===== config.mk =====
export PLATFORM = sky130hd
export DESIGN_NAME = rv_muldiv_unit
export DESIGN_NICKNAME = d
export VERILOG_FILES = /design/src/rtl/rv_muldiv_unit.sv
export SDC_FILE = /design/constraint.sdc
export NUM_CORES = 2
export LEC_CHECK = 0
export ABC_AREA = 1
export CORE_MARGIN = 3
export CORE_UTILIZATION = 43
export CTS_CLUSTER_SIZE = 8
export DETAILED_ROUTE_END_ITERATION = 12
export GPL_ROUTABILITY_DRIVEN = 0
export GPL_TIMING_DRIVEN = 0
export HOLD_SLACK_MARGIN = 0.06
export REMOVE_ABC_BUFFERS = 1
export SLEW_MARGIN = 25
export SYNTH_ARGS = -nofsm -noshare
export SYNTH_HDL_FRONTEND = slang
export SYNTH_SLANG_ARGS = --single-unit

===== constraint.sdc =====
create_clock -name clk -period 16 [get_ports clk]
set_input_delay 3.2 -clock clk [delete_from_list [all_inputs] [get_ports clk]]
set_output_delay 3.2 -clock clk [all_outputs]
set_load 0.01 [all_outputs]

===== src/rtl/rv_muldiv_unit.sv =====
// Multi-cycle RISC-V M-extension unit: multiplier with a configurable stage count and a
// restoring divider that resolves DIV_BITS quotient bits per cycle, with kill/flush support.
module rv_muldiv_unit #(
    parameter int unsigned XLEN       = 32,
    parameter int unsigned MUL_STAGES = 2,
    parameter int unsigned DIV_BITS   = 1
) (
    input  logic            clk,
    input  logic            rst,
    input  logic            start,
    input  logic [2:0]      funct3,
    input  logic [XLEN-1:0] op_a,
    input  logic [XLEN-1:0] op_b,
    input  logic [4:0]      rd_in,
    input  logic            kill,
    output logic            busy,
    output logic            done,
    output logic [XLEN-1:0] result,
    output logic [4:0]      rd_out
);

    localparam int unsigned ITERS = XLEN / DIV_BITS;
    localparam int unsigned CW    = $clog2(XLEN + 1);
    localparam logic [CW-1:0] MUL_LAST = CW'(MUL_STAGES - 1);
    localparam logic [CW-1:0] DIV_LAST = CW'(ITERS - 1);

    typedef enum logic [1:0] {StIdle, StMul, StDiv, StFix} state_t;

    state_t          state;
    logic [CW-1:0]   cnt;
    logic [2:0]      f3_q;
    logic [XLEN-1:0] a_q;
    logic [XLEN-1:0] b_q;
    logic [4:0]      rd_q;
    logic [XLEN-1:0] rem_q;
    logic [XLEN-1:0] quo_q;
    logic [XLEN-1:0] div_q;
    logic            quo_neg;
    logic            rem_neg;

    logic            accept;
    logic            is_mul;
    logic            div_signed;
    logic            div_zero;
    logic            div_ovf;
    logic [XLEN-1:0] a_mag;
    logic [XLEN-1:0] b_mag;
    logic [XLEN-1:0] special_res;
    logic [XLEN:0]   sh;
    logic [XLEN-1:0] rem_n;
    logic [XLEN-1:0] quo_n;
    logic [XLEN-1:0] q_fix;
    logic [XLEN-1:0] r_fix;
    logic [XLEN-1:0] div_res;

    // Operands are widened to 2*XLEN so a single unsigned multiply covers all signedness modes.
    function automatic logic [XLEN-1:0] mul_res(input logic [2:0] f,
                                                input logic [XLEN-1:0] a,
                                                input logic [XLEN-1:0] b);
        logic [2*XLEN-1:0] ax;
        logic [2*XLEN-1:0] bx;
        logic [2*XLEN-1:0] p;
        ax = {{XLEN{(f[1:0] != 2'b11) & a[XLEN-1]}}, a};
        bx = {{XLEN{~f[1] & b[XLEN-1]}}, b};
        p  = ax * bx;
        return (f[1:0] == 2'b00) ? p[XLEN-1:0] : p[2*XLEN-1:XLEN];
    endfunction

    assign busy       = (state == StMul) || (state == StDiv);
    assign accept     = start && !kill && !busy;
    assign is_mul     = ~funct3[2];
    assign div_signed = ~funct3[0];
    assign div_zero   = (op_b == '0);
    assign div_ovf    = div_signed && (op_a == {1'b1, {(XLEN-1){1'b0}}}) && (&op_b);
    assign a_mag      = (div_signed && op_a[XLEN-1]) ? -op_a : op_a;
    assign b_mag      = (div_signed && op_b[XLEN-1]) ? -op_b : op_b;

    always_comb begin
        special_res = '0;
        if (div_zero) begin
            special_res = funct3[1] ? op_a : '1;
        end else begin
            special_res = funct3[1] ? '0 : op_a;
        end
    end

    // Restoring division: DIV_BITS shift/compare/subtract steps unrolled per cycle.
    always_comb begin
        sh    = '0;
        rem_n = rem_q;
        quo_n = quo_q;
        for (int i = 0; i < int'(DIV_BITS); i++) begin
            sh    = {rem_n, quo_n[XLEN-1]};
            quo_n = {quo_n[XLEN-2:0], 1'b0};
            if (sh >= {1'b0, div_q}) begin
                sh       = sh - {1'b0, div_q};
                quo_n[0] = 1'b1;
            end
            rem_n = sh[XLEN-1:0];
        end
        q_fix   = quo_neg ? -quo_n : quo_n;
        r_fix   = rem_neg ? -rem_n : rem_n;
        div_res = f3_q[1] ? r_fix : q_fix;
    end

    always_ff @(posedge clk or posedge rst) begin
        if (rst) begin
            state   <= StIdle;
            cnt     <= '0;
            f3_q    <= '0;
            a_q     <= '0;
            b_q     <= '0;
            rd_q    <= '0;
            rem_q   <= '0;
            quo_q   <= '0;
            div_q   <= '0;
            quo_neg <= 1'b0;
            rem_neg <= 1'b0;
            done    <= 1'b0;
            result  <= '0;
            rd_out  <= '0;
        end else begin
            done <= 1'b0;
            case (state)
                StMul: begin
                    if (kill) begin
                        state <= StIdle;
                    end else if (cnt == MUL_LAST) begin
                        state  <= StIdle;
                        done   <= 1'b1;
                        result <= mul_res(f3_q, a_q, b_q);
                        rd_out <= rd_q;
                    end else begin
                        cnt <= cnt + CW'(1);
                    end
                end
                StDiv: begin
                    if (kill) begin
                        state <= StIdle;
                    end else begin
                        rem_q <= rem_n;
                        quo_q <= quo_n;
                        if (cnt == DIV_LAST) begin
                            // Sign fix-up is folded into the last step; StFix is the done cycle.
                            state  <= StFix;
                            done   <= 1'b1;
                            result <= div_res;
                            rd_out <= rd_q;
                        end else begin
                            cnt <= cnt + CW'(1);
                        end
                    end
                end
                default: begin
                    state <= StIdle;
                    if (accept) begin
                        f3_q <= funct3;
                        rd_q <= rd_in;
                        if (is_mul) begin
                            a_q <= op_a;
                            b_q <= op_b;
                            cnt <= CW'(1);
                            if (MUL_STAGES == 1) begin
                                done   <= 1'b1;
                                result <= mul_res(funct3, op_a, op_b);
                                rd_out <= rd_in;
                            end else begin
                                state <= StMul;
                            end
                        end else if (div_zero || div_ovf) begin
                            state  <= StFix;
                            done   <= 1'b1;
                            result <= special_res;
                            rd_out <= rd_in;
                        end else begin
                            state   <= StDiv;
                            cnt     <= '0;
                            quo_q   <= a_mag;
                            rem_q   <= '0;
                            div_q   <= b_mag;
                            quo_neg <= div_signed && (op_a[XLEN-1] ^ op_b[XLEN-1]);
                            rem_neg <= div_signed && op_a[XLEN-1];
                        end
                    end
                end
            endcase
        end
    end

endmodule


==> metrics.txt <==
placed cells between 8000 and 9000; Initial DRC Count about 3800; vias post-DR ~47000; Die Y approximately 370 um; Reg clk slew, reported paths 0.05 ns; CP required roughly 17 ns; synthesized instance count between 7000 and 8000; Core Rows between 100 and 150; overflow left after global routing 0; maxcap violations 0; reg2reg path depth 27; die width 365 um; Critical Path End Type flop; CTS buffer count 31; Final TNS setup 0 ns; register area share after synthesis 0.0969; top cells by count, synth nand2_1 (1906), inv_1 (1862), fa_1 (1126); Layout Cells excl Fill around 8900; Worst setup SP type flop; 1st-pass router iterations 6; Final min period about 11 ns; Netlist Area Pre-Place around 56000 um^2; Hold WC Path Type flop to flop; WL per Instance just under 20 um; Hold Violations, Final 0; CTS tree built; Root Buffer clkbuf_16; CP Max Fanout 17; post-CTS setup buffer count 0; EDFF count, synth 0; Area growth syn-to-layout 7.43%; most used flip-flop cell after synthesis dfrtp_1; Worst Path Class, Setup flop to flop; Final period util 0.689; overall routing resource usage 0.264; Achievable Freq around 91 MHz; Rel. slew slack 0.284; status completed; Synth area leader fa_1; vias in the first global route 48400; Sink Count between 200 and 250; synthesized area per cell 7.56 um^2; antenna violations before repair 4; pin count of the biggest net entering global routing 91; initial core utilization 0.434; # DRC 0; IO Port Bufs between 100 and 150; final antenna-violating net count 0; ys async rst share 1.00; Resize count post-CTS 0; hold depth 2; full die area ~130000 um^2; yosys warns 0; fin nets 8639; Pins Over Slew Limit 0; Synth cell types 61; #FFs+latches synth around 220; RSZ-0062 raised after global routing false; IO Count between 100 and 150; worst-margin pin slew between 1 and 1.5 ns; Via density 5.28; first-pass GRT wire length between 200000 and 300000 um; Clk Latency, worst-skew pair 0.58 ns; proportion of netlist area held by the largest area contributor 0.406; Final Setup Violations 0; top cells by area, synth fa_1 (41%), nand2_1 (13%), inv_1 (13%); hold buffers post-CTS 0; Arr. time, crit path between 10 and 15 ns; Final Skew about 0.015 ns; top-count cell post-synth nand2_1; core area around 130000 um^2; layout cell share with drive strength beyond 1 0.0399; DPL Wire Length between 100000 and 150000 um; H-tree levels 1; routed wire length between 150000 and 200000 um; clock tree buffer depth 3
## per-stage QoR
step	hold WS (ns)	instance area (um^2)	utilization	worst slack, ns
after detailed placement	0.468	58800	0.460	5.17
after floorplan	0.449	54000	-	6.92
after CTS	0.481	59700	0.467	5.17
final	0.478	59700	0.467	4.97
after global routing	0.498	59700	0.467	4.40
after global placement	0.461	57200	0.448	3.47
## worst max-delay path, stage by stage, from the launching register on
cell,delay (ns)
dfrtp_1,0.77
nand2_1,0.66
and2_1,0.80
nand2_1,0.29
fa_1,0.60
fa_1,0.50
inv_1,0.07
fa_2,0.72
inv_1,0.25
fa_1,0.84
inv_1,0.43
fa_1,0.58
fa_1,0.50
fa_1,0.49
inv_1,0.05
fa_1,0.50
inv_1,0.05
ha_1,0.41
a21oi_1,0.30
o21ai_0,0.19
a221oi_1,0.46
o211ai_1,0.35
and2_1,0.24
o21ai_0,0.23
nand3_1,0.27
nand2_1,0.17
nand2_1,0.07
a21oi_1,0.14
## sequential cells by signal, indices dropped and copies added, names as in the netlist
signal and flops:
a_q 32, b_q 32, cnt 6, div_q 32, done 1, f3_q 2
quo_neg 1, quo_q 32, rd_out 5, rd_q 5, rem_neg 1, rem_q 32
result 32, state 2
## cells in the final DEF, fill, tap and decap left out, types with 43 or more instances in the layout
cell type,instances
clkdlybuf4s50_1,114
o21ai_0,321
inv_1,1856
nand3_1,251
dfrtp_1,148
buf_12,53
nand4_1,44
nand2_1,1901
ha_1,251
fa_1,1125
nor2_1,315
xor2_1,78
dfrtp_2,66
nor3_1,43
a21oi_1,218
## cells by family (layout without fill, tap and decap cells)
| logic type | after synthesis | count (layout) | synth area share |
|---|---|---|---|
| AOI/OAI and AO/OA | 721 | 721 | 0.0721 |
| xor gates and xnor gates | 99 | 99 | 0.0156 |
| adders and majority gates | 1379 | 1379 | 0.463 |
| buffers and inverters | 2251 | 2103 | 0.154 |
| DFF | 215 | 215 | 0.0969 |
| muxes | 9 | 9 | 0.00182 |
| other | 0 | 2 | 0 |
| and+or+nand+nor | 2674 | 2674 | 0.197 |
## path summary, 6_finish.rpt
path / startpoint / to / slack [ns]
worst max-delay path: f3_q[0] / result[26] / 4.97
worst min-delay path: rd_q[4] / rd_q[4] / 0.48
worst max register to register: f3_q[0] / result[26] / 4.97
worst min register to register: rd_q[4] / rd_q[4] / 0.48
max in group asynchronous: rst / rem_neg / 12.08
min in group asynchronous: rst / a_q[30] / 3.03
## routing by layer
layer / vias to the layer above / wire length (um) / track usage
met5: - / 27 / 0
met4: 4 / 7330 / 0.0918
met3: 346 / 11600 / 0.0315
met2: 1699 / 79900 / 0.433
met1: 23600 / 72500 / 0.361
li1: 21200 / - / -
## layout make-up
class                           count  area (um^2)
Clock buffer                       47          836
Timing Repair Buffer              180         2560
Tap cell                         1662         2080
Antenna cell                        2         5.00
Fill cell                       12800        68200
Clock inverter                      2         10.0
Multi-Input combinational cell   4882        41700
Sequential cell                   215         5470
Inverter                         1874         7050
Power is left out: the tool's default activity adds up to more than one toggle a clock period on the data nets, which glitch-free logic cannot reach.
